### config.mk
export PLATFORM = sky130hd
export DESIGN_NAME = cache_port_arbiter
export DESIGN_NICKNAME = d
export VERILOG_FILES = /design/src/rtl/cache_arb_pkg.sv /design/src/rtl/cache_rr_picker.sv /design/src/rtl/cache_port_arbiter.sv
export SDC_FILE = /design/constraint.sdc
export NUM_CORES = 1
export LEC_CHECK = 0
export CORE_UTILIZATION = 40
export CTS_BUF_LIST = sky130_fd_sc_hd__clkbuf_8 sky130_fd_sc_hd__clkbuf_16
export CTS_CLUSTER_DIAMETER = 50
export DETAILED_ROUTE_END_ITERATION = 8
export GPL_TIMING_DRIVEN = 0
export PLACE_DENSITY = 0.79
export SETUP_SLACK_MARGIN = 0.1
export SYNTH_ARGS = -nofsm -noshare
export SYNTH_HDL_FRONTEND = slang
export SYNTH_SLANG_ARGS = --single-unit
### constraint.sdc
create_clock -name clk -period 1.62 [get_ports clk]
set_input_delay 0.324 -clock clk [delete_from_list [all_inputs] [get_ports clk]]
set_output_delay 0.324 -clock clk [all_outputs]
set_load 0.005 [all_outputs]
### src/rtl/cache_arb_pkg.sv
// Shared types for the I/D cache port arbiter: FSM states, port ids,
// arbitration modes and the latched cache request bundle.
package cache_arb_pkg;

  typedef enum logic [1:0] {
    ST_IDLE  = 2'd0,
    ST_ISSUE = 2'd1,
    ST_WAIT  = 2'd2
  } arb_state_t;

  typedef enum logic {
    PORT_I = 1'b0,
    PORT_D = 1'b1
  } port_id_t;

  localparam int ARB_FIXED = 0;
  localparam int ARB_RR    = 1;

  typedef struct packed {
    logic [31:0] addr;
    logic        rd;
    logic        wr;
    logic [31:0] wdata;
  } cache_req_t;

endpackage

### src/rtl/cache_rr_picker.sv
// Two-way request picker: fixed D-over-I priority or round-robin
// against the last served port. Purely combinational.
module cache_rr_picker
  import cache_arb_pkg::*;
(
  input  logic [1:0] req,
  input  port_id_t   last,
  input  logic       mode,
  output logic [1:0] grant
);

  always_comb begin
    grant = 2'b00;
    unique case (1'b1)
      (req == 2'b01): grant = 2'b01;
      (req == 2'b10): grant = 2'b10;
      (req == 2'b11):
        grant = (!mode || last == PORT_I) ? 2'b10 : 2'b01;
      default: grant = 2'b00;
    endcase
  end

endmodule

### src/rtl/cache_port_arbiter.sv
// Shares one blocking cache between the I and D ports.
// CACHE_ARB_STATS_EN adds saturating hit/miss/conflict counters.
module cache_port_arbiter
  import cache_arb_pkg::*;
#(
  parameter int ARB_MODE = ARB_RR,
  parameter int CNT_W    = 32
) (
  input  logic        clk,
  input  logic        reset,
  input  logic        i_req_valid,
  input  logic [31:0] i_addr,
  output logic        i_rsp_valid,
  output logic [31:0] i_rdata,
  input  logic        d_req_valid,
  input  logic [31:0] d_addr,
  input  logic        d_mem_read,
  input  logic        d_mem_write,
  input  logic [31:0] d_wdata,
  output logic        d_rsp_valid,
  output logic [31:0] d_rdata,
  output logic        c_input_valid,
  output logic [31:0] c_addr,
  output logic        c_mem_read,
  output logic        c_mem_write,
  output logic [31:0] c_din,
  input  logic        c_is_ready,
  input  logic        c_output_valid,
  input  logic [31:0] c_dout
`ifdef CACHE_ARB_STATS_EN
  ,
  output logic [CNT_W-1:0] hit_count,
  output logic [CNT_W-1:0] miss_count,
  output logic [CNT_W-1:0] conflict_count
`endif
);

  arb_state_t state;
  port_id_t   last;
  port_id_t   gnt_port;
  cache_req_t cur;
  cache_req_t i_bundle;
  cache_req_t d_bundle;
  logic [1:0] req;
  logic [1:0] grant;
  logic       take;

  assign req  = {d_req_valid, i_req_valid};
  assign take = (state == ST_IDLE) && (|req) && c_is_ready;

  always_comb begin
    i_bundle.addr  = i_addr;
    i_bundle.rd    = 1'b1;
    i_bundle.wr    = 1'b0;
    i_bundle.wdata = 32'd0;
    d_bundle.addr  = d_addr;
    d_bundle.wdata = d_wdata;
    d_bundle.rd    = 1'b1;
    d_bundle.wr    = 1'b0;
    // neither flag reads; a set write flag always wins
    unique case ({d_mem_write, d_mem_read})
      2'b00, 2'b01: begin
        d_bundle.rd = 1'b1;
        d_bundle.wr = 1'b0;
      end
      2'b10, 2'b11: begin
        d_bundle.rd = 1'b0;
        d_bundle.wr = 1'b1;
      end
      default: begin
        d_bundle.rd = 1'b1;
        d_bundle.wr = 1'b0;
      end
    endcase
  end

  cache_rr_picker u_picker (
    .req   (req),
    .last  (last),
    .mode  (ARB_MODE != ARB_FIXED),
    .grant (grant)
  );

  always_ff @(posedge clk) begin
    if (reset) begin
      state         <= ST_IDLE;
      last          <= PORT_I;
      gnt_port      <= PORT_I;
      cur           <= '0;
      c_input_valid <= 1'b0;
      i_rsp_valid   <= 1'b0;
      d_rsp_valid   <= 1'b0;
      i_rdata       <= '0;
      d_rdata       <= '0;
    end else begin
      c_input_valid <= 1'b0;
      i_rsp_valid   <= 1'b0;
      d_rsp_valid   <= 1'b0;
      unique case (state)
        ST_IDLE: begin
          if (take) begin
            state         <= ST_ISSUE;
            c_input_valid <= 1'b1;
            gnt_port      <= grant[1] ? PORT_D : PORT_I;
            cur           <= grant[1] ? d_bundle : i_bundle;
          end
        end
        ST_ISSUE: begin
          state <= ST_WAIT;
        end
        ST_WAIT: begin
          if (c_output_valid) begin
            state <= ST_IDLE;
            last  <= gnt_port;
            if (gnt_port == PORT_D) begin
              d_rsp_valid <= 1'b1;
              d_rdata     <= c_dout;
            end else begin
              i_rsp_valid <= 1'b1;
              i_rdata     <= c_dout;
            end
          end
        end
        default: state <= ST_IDLE;
      endcase
    end
  end

  assign c_addr      = cur.addr;
  assign c_mem_read  = cur.rd;
  assign c_mem_write = cur.wr;
  assign c_din       = cur.wdata;

`ifdef CACHE_ARB_STATS_EN
  logic first_wait;
  logic hit_ev;
  logic miss_ev;
  logic conf_ev;

  assign hit_ev  = (state == ST_WAIT) && first_wait && c_output_valid;
  assign miss_ev = (state == ST_WAIT) && first_wait && !c_output_valid;
  assign conf_ev = take && (req == 2'b11);

  always_ff @(posedge clk) begin
    if (reset) begin
      first_wait     <= 1'b0;
      hit_count      <= '0;
      miss_count     <= '0;
      conflict_count <= '0;
    end else begin
      first_wait <= (state == ST_ISSUE);
      if (hit_ev && hit_count != '1)
        hit_count <= hit_count + 1'b1;
      if (miss_ev && miss_count != '1)
        miss_count <= miss_count + 1'b1;
      if (conf_ev && conflict_count != '1)
        conflict_count <= conflict_count + 1'b1;
    end
  end
`endif

endmodule
==> impl_metrics.toml <==
[power_and_ir_drop]
clkPwrFrac = 0.464
seqPwrFrac = 0.394
swShare = 0.235
peakVddDrop_mv = 0.672
power.net_switching_mw = 2.13
power_frac_comb = 0.143
p_int_mw = 6.96
p_per_area_nw_per_um2 = 991
p_leak_nw = 3.79

[worst_setup_path]
cp-start-kind = "input pin"
reg2reg_slack_ns = 0.13
max_stage_delay_ns = 0.47
reg2reg_depth = 6
worstPathMaxFanout = 10
r2r_end = "c_din[16]$_SDFFE_PP0P_"
reg2reg_from = "state[1]$_SDFFE_PP0P_"
slowest_stage = "clkdlybuf4s50_1"
crit_path_end_kind = "register"
path_cells = "clkdlybuf4s50_1, buf_4, and2b_2, buf_4, o32ai_2, a221oi_2"
cp.required_ns = 1.94
arrival_ns = 1.84
worstSetupPathType = "in2reg"
cp_common_cell = "buf_4"

[min_path]
min_path_cells = 4
hold_class = "in2reg"
hold-path-endpoint = "state[1]$_SDFFE_PP0P_"
min_from = "c_output_valid"

[finish]
final_common_cell = "dlygate4sd2_1"
multiInputGateArea_sq_um = 2510
syn_to_final_growth_pct = 68.6
drive_gt1_frac = 0.163
seqCellArea_sq_um = 2750
fill_cells = 1103
fin_cells = 1093
final_nets = 1039
final_cell_mix = "133 x dlygate4sd2_1, 131 x clkdlybuf4s50_1, 130 x nand2_1, 129 x dfxtp_1, 99 x a21oi_1"

[clock_tree]
cts_root_buffer = "clkbuf_16"
cts.clk_slew.worst_paths_ns = 0.06
clkSinkCount = 137
cts_made_buffers = 17
h-tree-depth = 4
postCtsHoldBufs = 0
ctsLongestPathBuffers = 2
tritoncts = "built"
clk-insertion-delay-late_ns = 0.42

[floorplanning]
ios = 269
die_w_um = 119
initial_core_util = 0.411
die_h_um = 119
rows = 42
core_region_area_sq_um = 13200
die_area_sq_um = 14100

[placed_design]
portBuffers = 266
routabilityCongestion = 0.818
place_inst = 1059
hpwl_um = 13500

[detailed_routing]
wl_per_cell_um = 17.3
ant_nets = 0
num_vias = 5683
via_per_inst = 5.20
route.detailed.drc = 0
drt_iter0_drc = 329
wl_um = 18900
drt_first_pass_iters = 4

[global_route]
antenna_found_initial = 1
grt_pass1_vias = 5491
grt.total_usage = 0.264
grt_max_degree = 17
gr-total-overflow = 0
grt_pass1_wl_um = 29000

[yosys]
yosysWarnings = 0
synth_area_sq_um = 5440
synth_cells = 617
yosys_register_bits = 137
syn_avg_cell_area_sq_um = 8.82
synth_fp_nets = 753
synth_cell_types = 28
seq_area_frac_synth = 0.504

[flow_run]
maxCapViolations = 0

[timing]
slew_headroom = 0.494
setup_viol = 0
worst-slew-pin-transition_ns = 0.759
max_freq_mhz = 659
finalHoldViolCount = 0
period_minus_slack_ns = 1.52
fin_skew_ns = 0.00585
tns_ns = 0
rsz0062_at_grt = "yes"
fin_crit_sh = 0.937
slew_viol_final = 0

[outcome]
status = "completed"
[per-layer routing]
metal / GRT usage / vias up / routed length (um)
met5: 0 / - / 0
met4: 0.139 / 0 / 678
met3: 0.0709 / 48 / 1290
met2: 0.428 / 222 / 9020
met1: 0.320 / 2636 / 7910
li1: - / 2777 / -
[worst max path at each step]
stage | startpoint | endpoint | slack (ns) | cells after the start
finish | d_req_valid | c_addr[12]$_SDFFE_PP0P_ | 0.10 | 6
CTS | i_req_valid | c_addr[17]$_SDFFE_PP0P_ | 0.01 | 6
floorplan | state[1]$_SDFFE_PP0P_ | c_din[25]$_SDFFE_PP0P_ | 0.21 | 6
detailed placement | d_req_valid | c_addr[16]$_SDFFE_PP0P_ | -0.52 | 6
global route | d_req_valid | c_addr[12]$_SDFFE_PP0P_ | 0.04 | 6
global placement | d_req_valid | c_addr[16]$_SDFFE_PP0P_ | -0.49 | 6
[per-stage QoR]
step	util	area [sq um]	total power [mW]	hold WS, ns	worst slack, ns
5_1_grt	0.693	9170	9.41	0.431	0.0446
3_3_place_gp	0.629	8320	4.88	0.441	-0.488
3_5_place_dp	0.629	8320	4.90	0.445	-0.523
4_1_cts	0.674	8920	9.05	0.451	0.0150
2_1_floorplan	-	5440	4.15	0.436	0.207
6_report	0.693	9170	9.09	0.360	0.102
[critical path, delay by kind of cell]
family	cells	cell delay, ns
buffers and inverters	3	0.91
and+or+nand+nor	1	0.23
AOI/OAI and AO/OA	2	0.36
[logic make-up after synthesis]
| family | Yosys count | share of synthesized area |
|---|---|---|
| flops | 137 | 0.504 |
| mux | 1 | 0.00184 |
| compound gates | 201 | 0.264 |
| simple gates | 179 | 0.148 |
| buf+inv | 99 | 0.0828 |
[timing repair]
| action | 4_1_cts | 5_1_grt |
|---|---|---|
| endpoints found under the setup margin | 222 | 85 |
| gates cloned | 0 | 0 |
| pin swaps | 1 | 3 |
| buffers inserted | 1 | 0 |
| gates resized for setup | 168 | 72 |
[power groups by stage]
stage          Sequential [mW]  Clock [mW]  Combinational [mW]
6_report                  3.58        4.22                1.30
3_3_place_gp              3.65           0                1.24
2_1_floorplan             3.66           0               0.492
3_5_place_dp              3.65           0                1.25
4_1_cts                   3.58        4.27                1.21
5_1_grt                   3.59        4.44                1.38
[cell type report]
| type | count | area share |
|---|---|---|
| flip-flops and latches | 137 | 0.300 |
| multi-input cells | 381 | 0.273 |
| well taps | 176 | 0.0240 |
| inverters | 34 | 0.0139 |
| clock inverters | 14 | 0.0222 |
| repair buffers | 267 | 0.274 |
| clock buffers | 18 | 0.0479 |
| diodes | 1 | 0.000273 |
| plain buffers | 65 | 0.0446 |
[flip-flops by register name (all words and copies together) (netlist names)]
signal	cells
c_addr	32
c_din	32
d_rdata	32
i_rdata	32
state	2
c_input_valid	1
c_mem_read	1
c_mem_write	1
d_rsp_valid	1
gnt_port	1
i_rsp_valid	1
last	1
[Yosys cell counts]
cell type	count	area share
nand4b_1	1	0.0016
o32ai_1	32	0.052
clkbuf_1	29	0.020
buf_6	4	0.0083
a21oi_1	99	0.091
nand4bb_1	1	0.0021
nor4bb_1	1	0.0018
and2b_1	1	0.0014
or3b_1	1	0.0016
o21ai_0	28	0.026
nand4_1	33	0.038
nand3_1	1	0.00092
nor2_1	8	0.0055
nand2_1	130	0.090
a221oi_2	28	0.077
buf_1	3	0.0021
dfxtp_1	137	0.50
buf_4	5	0.0069
a21bo_2	1	0.0018
mux2i_1	1	0.0018
o21ai_1	7	0.0064
clkbuf_2	1	0.00092
nor3b_4	1	0.0034
a221oi_1	5	0.0080
inv_1	34	0.023
buf_2	23	0.021
o21ai_2	1	0.0016
and4b_1	1	0.0018
(Power assumes the default switching activity.)
